**src/rtl/ber_sim_pkg.sv**
```systemverilog
// Shared constants and helpers for the BER simulation datapath blocks.
package ber_sim_pkg;

  localparam int SHIFT_W = 3;

  // Clamp a signed intermediate into the unsigned range [0, hi].
  function automatic logic [31:0] clamp_value(input logic signed [31:0] y,
                                              input logic signed [31:0] hi);
    logic [31:0] r;
    if (y < 0)
      r = '0;
    else if (y > hi)
      r = hi;
    else
      r = y;
    return r;
  endfunction

endpackage

```
**src/rtl/noise_fifo_sync.sv**
```systemverilog
// Single-clock FIFO for noise words; the read port shows the head word combinationally.
module noise_fifo_sync #(
  parameter int WIDTH = 16,
  parameter int DEPTH = 8
) (
  input  logic             clk,
  input  logic             rstn,
  input  logic             push,
  input  logic [WIDTH-1:0] wdata,
  input  logic             pop,
  output logic [WIDTH-1:0] rdata,
  output logic             full,
  output logic             empty
);

  localparam int AW = $clog2(DEPTH);

  logic [WIDTH-1:0] mem [DEPTH];
  logic [AW-1:0]    wr_ptr_reg;
  logic [AW-1:0]    rd_ptr_reg;
  logic [AW:0]      count_reg;

  always_ff @(posedge clk) begin
    if (push)
      mem[wr_ptr_reg] <= wdata;
  end

  // Power-of-two depth lets the pointers wrap by natural overflow.
  always_ff @(posedge clk) begin
    if (!rstn) begin
      wr_ptr_reg <= '0;
      rd_ptr_reg <= '0;
      count_reg  <= '0;
    end else begin
      if (push)
        wr_ptr_reg <= wr_ptr_reg + AW'(1);
      if (pop)
        rd_ptr_reg <= rd_ptr_reg + AW'(1);
      case ({push, pop})
        2'b10:   count_reg <= count_reg + (AW+1)'(1);
        2'b01:   count_reg <= count_reg - (AW+1)'(1);
        default: count_reg <= count_reg;
      endcase
    end
  end

  assign rdata = mem[rd_ptr_reg];
  assign full  = (count_reg == (AW+1)'(DEPTH));
  assign empty = (count_reg == '0);

endmodule

```
**src/rtl/noise_adder_mc.sv**
```systemverilog
// Multi-lane noise adder: buffered signed noise is shifted, added to offset-binary samples and clamped.
// Optional saturation counter port compiled in with NOISE_ADDER_SAT_COUNT_EN.
module noise_adder_mc
  import ber_sim_pkg::*;
#(
  parameter int LANES             = 2,
  parameter int SIGNAL_RESOLUTION = 8,
  parameter int NOISE_RESOLUTION  = 8,
  parameter int FIFO_DEPTH        = 8
) (
  input  logic                                clk,
  input  logic                                rstn,
  input  logic                                en,
  input  logic [LANES*NOISE_RESOLUTION-1:0]   noise_in,
  input  logic                                noise_in_valid,
  output logic                                noise_in_ready,
  input  logic [LANES*SIGNAL_RESOLUTION-1:0]  signal_in,
  input  logic                                signal_in_valid,
  input  logic [SHIFT_W-1:0]                  noise_shift,
  output logic [LANES*SIGNAL_RESOLUTION-1:0]  signal_out,
  output logic                                valid,
  output logic [31:0]                         starve_count
`ifdef NOISE_ADDER_SAT_COUNT_EN
  ,
  output logic [31:0]                         sat_count
`endif
);

  localparam int NR      = NOISE_RESOLUTION;
  localparam int SR      = SIGNAL_RESOLUTION;
  localparam int NW      = LANES * NR;
  localparam int SW      = LANES * SR;
  localparam int SIG_MAX = (1 << SR) - 1;

  logic              consume;
  logic              push;
  logic              pop;
  logic              fifo_full;
  logic              fifo_empty;
  logic [NW-1:0]     fifo_rdata;
  logic [NW-1:0]     noise_word;
  logic [SHIFT_W-1:0] shift_eff;
  logic [SW-1:0]     result_next;
  logic [SW-1:0]     signal_out_reg;
  logic              valid_reg;
  logic [31:0]       starve_count_reg;

  assign noise_in_ready = rstn & ~fifo_full;
  assign push           = noise_in_valid & noise_in_ready;
  assign consume        = en & signal_in_valid;
  assign pop            = consume & ~fifo_empty;
  // A starved beat sees all-zero noise.
  assign noise_word     = fifo_empty ? '0 : fifo_rdata;
  assign shift_eff      = (int'(noise_shift) >= NR) ? SHIFT_W'(NR - 1) : noise_shift;

  noise_fifo_sync #(
    .WIDTH(NW),
    .DEPTH(FIFO_DEPTH)
  ) u_fifo (
    .clk  (clk),
    .rstn (rstn),
    .push (push),
    .wdata(noise_in),
    .pop  (pop),
    .rdata(fifo_rdata),
    .full (fifo_full),
    .empty(fifo_empty)
  );

`ifdef NOISE_ADDER_SAT_COUNT_EN
  logic [LANES-1:0] sat_lanes;
`endif

  genvar gi;
  generate
    for (gi = 0; gi < LANES; gi++) begin : g_lane
      logic signed [NR-1:0] n_lane;
      logic signed [31:0]   y_lane;
      assign n_lane = $signed(noise_word[gi*NR +: NR]) >>> shift_eff;
      assign y_lane = $signed(32'(signal_in[gi*SR +: SR])) + 32'(n_lane);
      assign result_next[gi*SR +: SR] = SR'(clamp_value(y_lane, SIG_MAX));
`ifdef NOISE_ADDER_SAT_COUNT_EN
      assign sat_lanes[gi] = (y_lane < 0) || (y_lane > SIG_MAX);
`endif
    end
  endgenerate

  always_ff @(posedge clk) begin
    if (!rstn) begin
      valid_reg        <= 1'b0;
      signal_out_reg   <= '0;
      starve_count_reg <= '0;
    end else begin
      valid_reg <= consume;
      if (consume) begin
        signal_out_reg <= result_next;
        if (fifo_empty && (starve_count_reg != '1))
          starve_count_reg <= starve_count_reg + 32'd1;
      end
    end
  end

  assign signal_out   = signal_out_reg;
  assign valid        = valid_reg;
  assign starve_count = starve_count_reg;

`ifdef NOISE_ADDER_SAT_COUNT_EN
  logic [31:0] sat_count_reg;
  logic [32:0] sat_sum;

  always_comb begin
    sat_sum = {1'b0, sat_count_reg};
    for (int i = 0; i < LANES; i++)
      sat_sum = sat_sum + 33'(sat_lanes[i]);
  end

  always_ff @(posedge clk) begin
    if (!rstn)
      sat_count_reg <= '0;
    else if (consume)
      sat_count_reg <= sat_sum[32] ? '1 : sat_sum[31:0];
  end

  assign sat_count = sat_count_reg;
`endif

endmodule

```
**config.mk**
```make
export PLATFORM = sky130hd
export DESIGN_NAME = noise_adder_mc
export DESIGN_NICKNAME = d
export VERILOG_FILES = /design/src/rtl/ber_sim_pkg.sv /design/src/rtl/noise_fifo_sync.sv /design/src/rtl/noise_adder_mc.sv
export SDC_FILE = /design/constraint.sdc
export NUM_CORES = 1
export LEC_CHECK = 0
export BUFFER_PORTS_ARGS = -buffer_cell sky130_fd_sc_hd__clkbuf_2
export CAP_MARGIN = 20
export CORE_UTILIZATION = 48
export DETAILED_ROUTE_END_ITERATION = 8
export GPL_TIMING_DRIVEN = 0
export PLACE_DENSITY = 0.67
export SLEW_MARGIN = 20
export SYNTH_ARGS = -nofsm -noshare
export SYNTH_HDL_FRONTEND = slang
export SYNTH_SLANG_ARGS = --single-unit
```
**constraint.sdc**
```tcl
create_clock -name clk -period 6.8 [get_ports clk]
set_clock_uncertainty 0.15 [all_clocks]
set_input_delay 0.34 -clock clk [delete_from_list [all_inputs] [get_ports clk]]
set_output_delay 0.34 -clock clk [all_outputs]
set_load 0.005 [all_outputs]
```
==> flow_results.org <==
** Global routing
- Entering global routing, the biggest net connects 18 pins.
- Global-route wire length before repair :: between 30000 and 40000 microns
- Summed over all layers, the global routing overflow is 0.
- The number of antenna violations at the first check in global routing came to 0.
- Number of global-route vias before repair :: 6126
- For this run, the total global-route usage over all layers was measured as between 20% and 30%.

** Logic synthesis
- Post-synthesis async set-or-reset flop share :: 0%
- Most frequent cell after synthesis :: sky130_fd_sc_hd__edfxtp_1
- Post-synth design cell area :: 9072 sq um
- The largest total area in the synthesized netlist belongs to sky130_fd_sc_hd__edfxtp_1.
- Synth Net Count :: 787
- A synthesized cell averages between 10 and 15 sq um.
- The synthesized netlist contains 64 unique library cells.
- Yosys attributes the largest share of cell area to sky130_fd_sc_hd__edfxtp_1 42%, sky130_fd_sc_hd__dfxtp_1 14%, sky130_fd_sc_hd__mux4_2 8.7%.
- Summed over its instances, the top area cell type makes up 42.37% of the synthesized netlist area.
- For this run, the number of Yosys warnings is 0.
- Cell count after synthesis :: ~720
- The synthesized design contains 128 enable-type register cells.
- Of the synthesized area, sequential elements account for between 50% and 60%.
- Commonest register cell after synthesis :: sky130_fd_sc_hd__edfxtp_1
- Commonest cells in the netlist :: 128 x sky130_fd_sc_hd__edfxtp_1, 73 x sky130_fd_sc_hd__nor2_1, 62 x sky130_fd_sc_hd__dfxtp_1, 48 x sky130_fd_sc_hd__a21oi_1, 38 x sky130_fd_sc_hd__nand2_1
- Synthesis inferred 190 register bits.

** Timing
- Final Hold Vio Count :: 0
- Max-slew headroom at the worst pin :: 48.45%
- The max-slew violation count was 0.
- Worst Max-Slew Pin Slew :: 763.5 ps
- Number of failing setup endpoints in the final timing report :: 0
- Summed over all failing endpoints, the final setup total negative slack is 0 ps.
- Setup repair after global routing left no endpoint under its margin.
- On the final layout, the worst hold slack is 18.42 ps.
- In the finished design, the share of the clock period the worst path needs comes to 70.38%.
- Subtracting the final worst setup slack from the clock period gives ~4800 ps.
- Based on the critical path, the design can be clocked at up to 208.9 MHz.

** Route
- The routed layout has around 6300 vias.
- After detailed routing, the number of remaining DRC violations is 0.
- First DRT Iteration DRCs :: slightly above 400
- Using the TritonRoute via totals, the vias-per-cell ratio works out to around 5.9.
- After detailed routing, the total wire length is 21060 microns.
- Routed wirelength normalized by instance count :: 19.56 microns
- The first detailed-routing pass ran for 5 iterations.
- Once detail routing completed, the nets flagged for antenna violations numbered 0.

** CTS
- TritonCTS built the clock tree.
- Num CTS Buffers :: 17
- For this design, the CTS-stage hold fixing added 0 buffers.
- The clock passes through at most 2 buffers.
- Clk slew on worst S/H paths :: 70 ps
- Total of cells resized after clock tree synthesis :: 0
- In this run the post-CTS setup repair buffer count came out at 0.
- TritonCTS Sinks :: 190
- Library cell used as clock root buffer :: sky130_fd_sc_hd__clkbuf_16
- CTS built an H-tree with a depth of 4.
- The later pin in the worst-skew pair is clocked with a latency of 430 ps.

** Run status
- Result of the run :: finished clean

** Floorplan
- Row Count :: 49
- Width of the chip :: about 140 microns
- Total die area :: 19450 sq um
- Starting Density :: 49.66%
- Height of the chip :: 139.5 microns
- The total area inside the core boundary comes to roughly 18000 sq um.
- In this run the count of I/O pins placed on the die edge is 90.

** Power and ir drop
- Power spread over the standard cell area amounts to 259.7 nW/um^2.
- The analysis attributes to cell leakage a power of 3.703 nW.
- Maximum vdd ir drop :: roughly 0.19 mV

** Critical path
- Data required time of the critical path :: around 7000 ps
- The worst setup path is captured at a flip-flop.
- Crit-path most repeated cell :: sky130_fd_sc_hd__o21ai_0
- Highest fanout seen on the critical path :: 10
- Delay-heaviest family, CP :: compound AO/OA/AOI/OAI gates
- Critical path launch point type :: flip-flop
- On the critical path, the stage with the largest delay is an instance of sky130_fd_sc_hd__buf_1.
- The number of buffers and inverters on the critical path is 2.
- Data on the critical path arrives at its endpoint at 4950 ps.
- Largest stage delay, worst path :: between 500 and 600 ps
- Critical Path, Cell by Cell :: buf_2 > buf_1 > mux4_2 > mux2i_1 > o22ai_1 > o21ai_0 > o311ai_0 > ha_1 > a211oi_1 > o21ai_0 > a41oi_1 > xnor2_1 > and2_1 > o221a_2
- The critical path is of the reg -> reg type.

** Final layout
- Final net count :: 905
- Fin cells :: 1077
- Count of inserted antenna diode cells :: 0
- The post-route netlist has 24.17% of its cells at a drive strength greater than 1.
- Area growth, synth to finish :: 16.09%
- Max reg flops :: 128

** Run
- Across the run, the number of max-cap violations was 0.

** Worst hold path
- The tightest min-delay check is of the in -> reg type.

** Placed design
- Port buffering added 89 buffers.
- Detailed placement finished with a half-perimeter wire length of 15450 microns.
- Cell total after placement :: ~1000
- Final estimated routing congestion in global placement :: 0.9258
where the power goes:
part | total (mW) | internal, mW | switching (mW)
combinational | 0.453 | 0.194 | 0.259
sequential | 1.28 | 1.26 | 0.0200
clock | 1.00 | 0.554 | 0.449
total | 2.74 | 2.01 | 0.729
cell families (layout without fill, tap and decap cells):
kind of cell	Yosys count	count (layout)	share of synthesized area (%)
XOR/XNOR	41	41	3.958
flip-flops	190	190	56.05
multiplexers	56	56	11.23
buffers and inverters	51	181	2.648
AO/OA/AOI/OAI	135	135	10.04
AND/OR/NAND/NOR	216	216	11.83
adder cells (fa/ha/maj)	29	29	4.248
through the flow:
stage	instance area [sq um]	power, mW	utilization, %	setup WS, ps
after floorplan	9072	1.621	-	2859
after global placement	9804	1.735	53.66	2111
after detailed placement	9946	1.751	54.44	2051
after CTS	10530	2.746	57.65	2000
after global routing	10530	2.841	57.65	1622
final	10530	2.735	57.65	2014
area by class of cell:
type,instances,area [sq um]
flip-flops and latches,190,5085
multi-input cells,477,3772
inverters,20,75.07
clock inverters,11,150.1
fillers,1479,7737
clock buffers,20,436.7
well taps,229,286.5
repair buffers,99,561.8
plain buffers,31,165.2
placed cells by master (no fill, tap or decap), types with 3 or more instances in the layout:
master                      count
sky130_fd_sc_hd__nand2_1       38
sky130_fd_sc_hd__a21o_1         4
sky130_fd_sc_hd__and3_1         4
sky130_fd_sc_hd__dfxtp_1       62
sky130_fd_sc_hd__nor2_1        67
sky130_fd_sc_hd__buf_6          9
sky130_fd_sc_hd__buf_2          6
sky130_fd_sc_hd__xnor2_1       25
sky130_fd_sc_hd__xor2_1        16
sky130_fd_sc_hd__nor3_1        19
sky130_fd_sc_hd__inv_1         20
sky130_fd_sc_hd__buf_8          3
sky130_fd_sc_hd__a311oi_1       8
sky130_fd_sc_hd__nand2b_1       8
sky130_fd_sc_hd__clkbuf_16     17
sky130_fd_sc_hd__nor4_1         7
sky130_fd_sc_hd__o221a_2        4
sky130_fd_sc_hd__o211ai_1      17
sky130_fd_sc_hd__inv_6          5
sky130_fd_sc_hd__mux2i_1       14
sky130_fd_sc_hd__clkbuf_2      89
sky130_fd_sc_hd__or4_1          3
sky130_fd_sc_hd__o21ai_0       20
sky130_fd_sc_hd__fa_1           3
sky130_fd_sc_hd__a22oi_1        6
sky130_fd_sc_hd__ha_1          26
sky130_fd_sc_hd__edfxtp_1     128
sky130_fd_sc_hd__buf_4          5
sky130_fd_sc_hd__a21oi_1       48
sky130_fd_sc_hd__and2_1        10
sky130_fd_sc_hd__a211oi_1       5
sky130_fd_sc_hd__or3_1         11
sky130_fd_sc_hd__nor2_2         7
sky130_fd_sc_hd__or2_2          3
sky130_fd_sc_hd__clkbuf_1      19
sky130_fd_sc_hd__nor3_2         3
sky130_fd_sc_hd__mux4_2        35
sky130_fd_sc_hd__nand4_1        8
sky130_fd_sc_hd__mux2_2         6
sky130_fd_sc_hd__nand3_1       19
layer usage:
layer	vias to the layer above	wire length, microns	track usage (%)
met5	-	0	0
met4	0	227	5.556
met3	23	1021	4.026
met2	218	10300	37.11
met1	3120	9510	30.25
li1	2977	-	-
worst paths after layout:
check	startpoint	endpoint	slack, ps	depth (start not counted)
max	flip-flop	signal_out[4]	2010	14
min	signal_in_valid	valid	20	2
max reg2reg	flip-flop	signal_out[4]	2010	14
min reg2reg	signal_out[1]	signal_out[1]	310	2
worst reg2reg max path, delay by kind of cell, from the launching register on:
| kind | cells | cell delay (ps) |
|---|---|---|
| fa+ha+maj | 1 | 390 |
| flops | 1 | 330 |
| mux | 2 | 780 |
| compound gates | 7 | 1790 |
| buf+inv | 2 | 790 |
| simple gates | 1 | 270 |
| xor+xnor | 1 | 180 |
Note: power is estimated with default switching activity, not from simulation.
